<file path="src/rtl/wshb_arbiter.sv">
`default_nettype none
// ============================================================================
//  Module      : wshb_arbiter
//  Description : Two-master / one-slave Wishbone arbiter for the SDRAM
//                frame-buffer port. Master 0 is the VGA reader, master 1 the
//                test-pattern writer. Ownership is held for a whole cycle
//                (cyc high). A per-transfer watchdog ends hung accesses with
//                err and sets a sticky timeout_flag.
//                Build option: WSHB_ARB_FAIR_EN selects round-robin tie
//                breaking; otherwise master 0 wins every tie.
//  Revision    : 1.0 - initial release
// ============================================================================
module wshb_arbiter #(
    parameter int AW      = 32,
    parameter int DW      = 32,
    parameter int TIMEOUT = 1024
) (
    input  logic            clk,
    input  logic            nrst,
    // master 0 (VGA reader)
    input  logic            m0_cyc,
    input  logic            m0_stb,
    input  logic            m0_we,
    input  logic [AW-1:0]   m0_adr,
    input  logic [DW-1:0]   m0_dat_ms,
    input  logic [DW/8-1:0] m0_sel,
    output logic            m0_ack,
    output logic            m0_err,
    output logic [DW-1:0]   m0_dat_sm,
    // master 1 (pattern writer)
    input  logic            m1_cyc,
    input  logic            m1_stb,
    input  logic            m1_we,
    input  logic [AW-1:0]   m1_adr,
    input  logic [DW-1:0]   m1_dat_ms,
    input  logic [DW/8-1:0] m1_sel,
    output logic            m1_ack,
    output logic            m1_err,
    output logic [DW-1:0]   m1_dat_sm,
    // slave
    output logic            s_cyc,
    output logic            s_stb,
    output logic            s_we,
    output logic [AW-1:0]   s_adr,
    output logic [DW-1:0]   s_dat_ms,
    output logic [DW/8-1:0] s_sel,
    input  logic [DW-1:0]   s_dat_sm,
    input  logic            s_ack,
    // status
    output logic [1:0]      grant,
    output logic            timeout_flag
);

    localparam int            CW      = $clog2(TIMEOUT);
    localparam logic [CW-1:0] WD_LAST = CW'(TIMEOUT - 1);

    typedef enum logic [1:0] {
        IDLE = 2'd0,
        GNT0 = 2'd1,
        GNT1 = 2'd2
    } state_t;

    state_t        state;
    state_t        state_next;
    logic          tie_to_m1;
    logic          owner_cyc;
    logic          owner_stb;
    logic          wd_fire;
    logic [CW-1:0] wd_cnt;

`ifdef WSHB_ARB_FAIR_EN
    logic last_owner;

    // Remember who was granted most recently; a tie goes to the other one.
    always_ff @(posedge clk or negedge nrst) begin
        if (!nrst) begin
            last_owner <= 1'b1;
        end else if (state_next == GNT0) begin
            last_owner <= 1'b0;
        end else if (state_next == GNT1) begin
            last_owner <= 1'b1;
        end
    end

    assign tie_to_m1 = ~last_owner;
`else
    assign tie_to_m1 = 1'b0;
`endif

    // State register; grant is a pure decode of it so it drops with reset.
    always_ff @(posedge clk or negedge nrst) begin
        if (!nrst) begin
            state <= IDLE;
        end else begin
            state <= state_next;
        end
    end

    // Next-state: hold while the owner's cyc is high, hand straight over
    // to a waiting master otherwise (no idle cycle in between).
    always_comb begin
        state_next = state;
        case (state)
            IDLE: begin
                if (m0_cyc && m1_cyc) begin
                    state_next = tie_to_m1 ? GNT1 : GNT0;
                end else if (m0_cyc) begin
                    state_next = GNT0;
                end else if (m1_cyc) begin
                    state_next = GNT1;
                end
            end
            GNT0: begin
                if (!m0_cyc) begin
                    state_next = m1_cyc ? GNT1 : IDLE;
                end
            end
            GNT1: begin
                if (!m1_cyc) begin
                    state_next = m0_cyc ? GNT0 : IDLE;
                end
            end
            default: state_next = IDLE;
        endcase
    end

    assign grant = {state == GNT1, state == GNT0};

    // Slave-side mux from the current owner; everything zero when idle.
    always_comb begin
        owner_cyc = 1'b0;
        owner_stb = 1'b0;
        s_we      = 1'b0;
        s_adr     = '0;
        s_dat_ms  = '0;
        s_sel     = '0;
        if (state == GNT0) begin
            owner_cyc = m0_cyc;
            owner_stb = m0_stb;
            s_we      = m0_we;
            s_adr     = m0_adr;
            s_dat_ms  = m0_dat_ms;
            s_sel     = m0_sel;
        end else if (state == GNT1) begin
            owner_cyc = m1_cyc;
            owner_stb = m1_stb;
            s_we      = m1_we;
            s_adr     = m1_adr;
            s_dat_ms  = m1_dat_ms;
            s_sel     = m1_sel;
        end
    end

    // Watchdog fires on the last allowed wait cycle; an ack in that same
    // cycle wins and the transfer completes normally.
    assign wd_fire = owner_cyc & owner_stb & ~s_ack & (wd_cnt == WD_LAST);

    assign s_cyc     = owner_cyc;
    assign s_stb     = owner_stb & ~wd_fire;
    assign m0_ack    = s_ack & grant[0];
    assign m1_ack    = s_ack & grant[1];
    assign m0_err    = wd_fire & grant[0];
    assign m1_err    = wd_fire & grant[1];
    assign m0_dat_sm = s_dat_sm;
    assign m1_dat_sm = s_dat_sm;

    // Wait-cycle counter for the current strobed transfer.
    always_ff @(posedge clk or negedge nrst) begin
        if (!nrst) begin
            wd_cnt <= '0;
        end else if ((state_next != state) || !owner_stb || s_ack || wd_fire) begin
            wd_cnt <= '0;
        end else if (owner_cyc) begin
            wd_cnt <= wd_cnt + 1'b1;
        end
    end

    // Sticky timeout indication, cleared only by reset.
    always_ff @(posedge clk or negedge nrst) begin
        if (!nrst) begin
            timeout_flag <= 1'b0;
        end else if (wd_fire) begin
            timeout_flag <= 1'b1;
        end
    end

endmodule
`default_nettype wire

</file>
<file path="config.mk">
export PLATFORM = sky130hd
export DESIGN_NAME = wshb_arbiter
export DESIGN_NICKNAME = d
export VERILOG_FILES = /design/src/rtl/wshb_arbiter.sv
export SDC_FILE = /design/constraint.sdc
export NUM_CORES = 1
export LEC_CHECK = 0
export BUFFER_PORTS_ARGS = -buffer_cell sky130_fd_sc_hd__buf_2
export CORE_AREA = 4 4 122 124
export CTS_CLUSTER_DIAMETER = 80
export DETAILED_ROUTE_END_ITERATION = 8
export DIE_AREA = 0 0 126 128
export GPL_ROUTABILITY_DRIVEN = 0
export PLACE_DENSITY = 0.46
export REMOVE_ABC_BUFFERS = 1
export SYNTH_ARGS = -nofsm -noshare
export SYNTH_HDL_FRONTEND = slang
export SYNTH_SLANG_ARGS = --single-unit
</file>
<file path="constraint.sdc">
create_clock -name clk -period 1.6 [get_ports clk]
set_input_delay 0 -clock clk [delete_from_list [all_inputs] [get_ports clk]]
set_output_delay 0 -clock clk [all_outputs]
set_load 0.01 [all_outputs]
</file>
* Yosys cells after proc, flatten, opt, wreduce, memory -nomap -nowiden *
Index checks and enable logic that the tools add are counted.

word-level totals
  register bits = 13
  input port bits = 177
  output and inout port bits = 142
  word-level logic and storage cells = 47

cells by class
  add/subtract/negate cells = 1
  equality and inequality tests = 4
  multiplexer cells = 22
  bitwise gates (word level) = 10
  reduce and logical (&&, ||, !) cells = 7

operators with widths
  cell                     count
  $mux W32                 4
  $mux W10                 2
  $mux W2                  6
  $add A10 B1 Y10 const B  1
  $eq A10 B10 Y1 const B   1
  $and A1 B1 Y1            8
  $mux W4                  2
  $mux W1                  7
  $pmux W2 S3              1
  $logic_or A1 B1 Y1       3
  $eq A2 B1 Y1 const B     1
  $eq A2 B2 Y1 const B     1
  $logic_not A2 Y1         1
  $ne A2 B2 Y1             1
  $not A1 Y1               2
  $reduce_bool A2 Y1       1
  $logic_and A1 B1 Y1      1
  $logic_not A1 Y1         1

* Logic depth before layout (Yosys ltp) *
  depth after elaboration = 9
  gate-level depth with buffers = 5
  depth with buffers taken out = 5

* Worst setup path after synthesis *
No wires, ideal clock.

  kind = register to output
  start = register state[0]
  end = output m1_err
  arrival time = 1,554 ps
  required time = 1,600 ps
  path slack = 46 ps
  cell stages (with the launch flop) = 5
  path buffers = 0
  path through = dfrtp_1 -> nand3b_1 -> a21o_1 -> or4_4 -> nor3b_2

on the way
  word-level cells in the longest chain between the ends = 7
  elaborated cells on any way between the ends = 10
  classes of those cells = eq/ne: 2; mux: 4; bitwise: 4

ends and longest elaborated chain
  item                        line      RTL
  start: declaration          63        state_t state;
  start signal: assignment    95        state <= state_next;
  $eq A2 B2 Y1                127, 144
  $mux W1                     144       end else if (state == GNT1) begin
  $mux W1                     137       if (state == GNT0) begin
  $and A1 B1 Y1 (3 in a row)  156       assign wd_fire = owner_cyc & owner_stb & ~s_ack & (wd_cnt == WD_LAST);
  $and A1 B1 Y1 (*)           163       assign m1_err = wd_fire & grant[1];
  end: declaration            38        output logic m1_err,

Every way passes the cells marked *; elsewhere a longest branch is shown, timed or not.

* Final worst setup path *
  start = register state[0]
  end = output m0_err

on the way
  word-level cells in the longest chain between the ends = 7
  elaborated cells on any way between the ends = 10
  classes of those cells = eq/ne: 2; mux: 4; bitwise: 4

ends and longest elaborated chain
  item                        line  RTL
  $eq A2 B2 Y1                144
  $mux W1                     144
  $mux W1                     137
  $and A1 B1 Y1 (3 in a row)  156
  $and A1 B1 Y1 (*)           162   assign m0_err = wd_fire & grant[0];
  end: declaration            28    output logic m0_err,

Marks and branches as above.

==> flow_summary.json <==
{
  "leakage_nw": 2.02,
  "max_cap_violations": 0,
  "cp.arrival_ps": 1910,
  "cts_root_buf": "clkbuf_16",
  "clock_latency_ps": 240,
  "crit_fanout": 5,
  "core_mm2": 0.0138,
  "nets": 613,
  "dp_slack_ps": -104,
  "drv_slew": 0,
  "rows": 43,
  "worst_pin_slew_ps": 497,
  "synth_cells": 229,
  "power_density_mw_per_mm2": 523,
  "drc_errors": 0,
  "clock-sinks": 13,
  "synth_seq_cells": 13,
  "hold_class": "input pin to output pin",
  "required_ps": 1600,
  "period_share_pct": 119,
  "clk_pin_slew_ps": 50,
  "clock_skew_ps": 2.75,
  "grt_first_pass_wirelength_mm": 18.1,
  "vias_per_cell": 4.49,
  "fp.dieArea_mm2": 0.0161,
  "vias": 2757,
  "cp_cell_sequence": "buf_6 -> nand3b_1 -> and2_4 -> or4_4 -> nor3b_2 -> buf_2",
  "power_switching_uw": 659,
  "finalCriticalPeriod_ps": 1910,
  "wl_per_cell_um": 22.2,
  "syn_area_per_cell_um2": 8.47,
  "hpwl_mm": 9.23,
  "yosysUniqueCellTypes": 31,
  "p_sw_share_pct": 32.6,
  "internal_power_mw": 1.36,
  "clockBufferDepth": 2,
  "seqPwrFrac_pct": 16.8,
  "start_util_pct": 14.1,
  "layout_commonest_cell": "buf_2",
  "setup_ws_ps": -306,
  "endpoint_kind": "output pin",
  "setup_tns_ps": -18350,
  "grt_pass1_vias": 2700,
  "yosysWarningCount": 0,
  "detail-route-antenna-nets": 0,
  "die_w_um": 126,
  "crit_path_start_kind": "register",
  "cts_inserted_buffers": 3,
  "multi_input_area_mm2": 0.00117,
  "grt_antenna_before_repair": 2,
  "layout.cells.most_common_list": "buf_2, a22o_1, buf_4, buf_6, dfrtp_1",
  "grt_max_degree": 26,
  "setup-violations-final": 85,
  "finalWirelength_mm": 13.6,
  "cts_max_level": 1,
  "crit_type": "register to output pin",
  "hold_violations": 0,
  "netlist_area_mm2": 0.00194,
  "relSlewSlack_pct": 66.9,
  "ir_worst_vdd_uv": 410,
  "n_antenna_cell": 0,
  "grt.overflow.total": 0,
  "critPathMaxStageDelay_ps": 540,
  "portBuffers": 222,
  "regArea_um2": 327,
  "fillers": 1477,
  "clockPowerShare_pct": 23.4,
  "drt_iter0_markers": 136,
  "io_pins": 319,
  "area_growth_pct": 99.0,
  "max_freq_mhz": 525,
  "ys_seq_area_share_pct": 16.8,
  "grt_usage_pct": 14.8,
  "rsz0062_at_grt": "yes",
  "power_frac_comb_pct": 59.8,
  "dr.pass1.iters": 4,
  "drive_above_1_share_pct": 71.2,
  "slowest_stage": "or4_4",
  "die_y_um": 128,
  "violations": "negative setup slack",
  "cts_tree": "done",
  "status": "finished, violations left"
}
-- timing repair --
item	4_1_cts	5_1_grt
setup endpoints to repair	84	87
gates resized for setup	50	15
endpoints found under the hold margin	13	0
hold buffers	1	0
setup buffers	21	8
gates cloned	11	4
pin swaps	26	20
-- routing by layer --
metal,vias to the layer above,GRT usage (%),share of wire (%)
met4,4,2.40,0.90
li1,1214,-,-
met2,218,22.1,44
met1,1309,18.3,40
met3,12,8.42,15
met5,-,6.19,0.54
-- registers in the layout (all words and copies together), names as in the netlist --
register / cells
wd_cnt: 10
state: 2
timeout_flag: 1
-- critical path, delay by kind of cell (launching register included) --
family,cells,cell delay [ps]
and+or+nand+nor,4,1020
buffers and inverters,2,280
DFF,1,380
-- power by group through the flow --
stage	Sequential (mW)	Combinational [mW]	Clock, mW
after detailed placement	0.346	0.805	0
after CTS	0.339	1.14	0.487
after global routing	0.339	1.28	0.503
final	0.339	1.21	0.473
after global placement	0.345	0.803	0
after floorplan	0.348	0.354	0
-- final cells by class --
cell class	instances	area share, %
clock buffer	4	2.04
inverter	1	0.0973
multi-input combinational	134	30.4
sequential	13	8.46
tap	180	5.84
timing repair buffer	282	53.2
-- Yosys cell counts --
master	instances	share of area (%)
inv_1	1	0.19
nand3_1	5	1.3
a211oi_1	2	0.77
nor2_1	9	1.7
xnor2_1	6	2.7
clkbuf_1	16	3.1
and2_1	4	1.3
nand3b_4	1	1.0
o21ai_0	2	0.52
nand2_1	5	0.97
nor2b_1	3	0.97
nand3b_1	3	1.2
o21a_1	1	0.39
or4_4	1	0.58
o2111ai_1	1	0.45
buf_4	66	26
dfrtp_1	13	17
or4_1	1	0.39
nand4_1	1	0.32
a21oi_1	4	1.0
nand2b_1	1	0.32
a2111oi_0	2	0.90
o211ai_2	1	0.65
nor3b_2	2	1.3
a21o_1	2	0.77
a22o_1	69	31
and4_4	1	0.58
and3b_1	2	0.90
nand4_2	1	0.65
ha_1	1	0.65
xor2_1	2	0.90
-- final timing paths --
check | start | endpoint | slack [ps] | cells past startpoint
max in group asynchronous | nrst | state[1]$_DFF_PN0_ | 1140 | 2
setup / recovery | state[0]$_DFF_PN0_ | m0_err | -310 | 6
setup reg to reg | state[1]$_DFF_PN0_ | wd_cnt[7]$_DFFE_PN0P_ | -170 | 7
hold reg to reg | timeout_flag$_DFFE_PN0P_ | timeout_flag$_DFFE_PN0P_ | 460 | 1
hold / removal | s_dat_sm[0] | m0_dat_sm[0] | 0.01 | 0
min in group asynchronous | nrst | wd_cnt[1]$_DFFE_PN0P_ | 190 | 2
-- metrics by stage --
| stage | utilization [%] | cells | power [mW] | cell area, um^2 | hold WS (ps) |
|---|---|---|---|---|---|
| detailed placement | 21.1 | 569 | 1.15 | 2910 | -83.9 |
| floorplan | - | 147 | 0.702 | 1380 | -296 |
| CTS | 26.7 | 606 | 1.96 | 3680 | 0.113 |
| global route | 28.0 | 614 | 2.12 | 3860 | 0.119 |
| finish | 28.0 | 614 | 2.02 | 3860 | 0.0111 |
| global placement | 21.1 | 569 | 1.15 | 2910 | -91.4 |
-- cell families (layout without fill, tap and decap cells) --
family | Yosys count | after routing | synth area share, %
AO/OA/AOI/OAI | 84 | 85 | 36.6
XOR/XNOR | 8 | 8 | 3.61
adder cells (fa/ha/maj) | 1 | 1 | 0.645
buffers and inverters | 83 | 287 | 28.8
flip-flops | 13 | 13 | 16.8
AND/OR/NAND/NOR | 40 | 40 | 13.5
(Power assumes the default switching activity.)
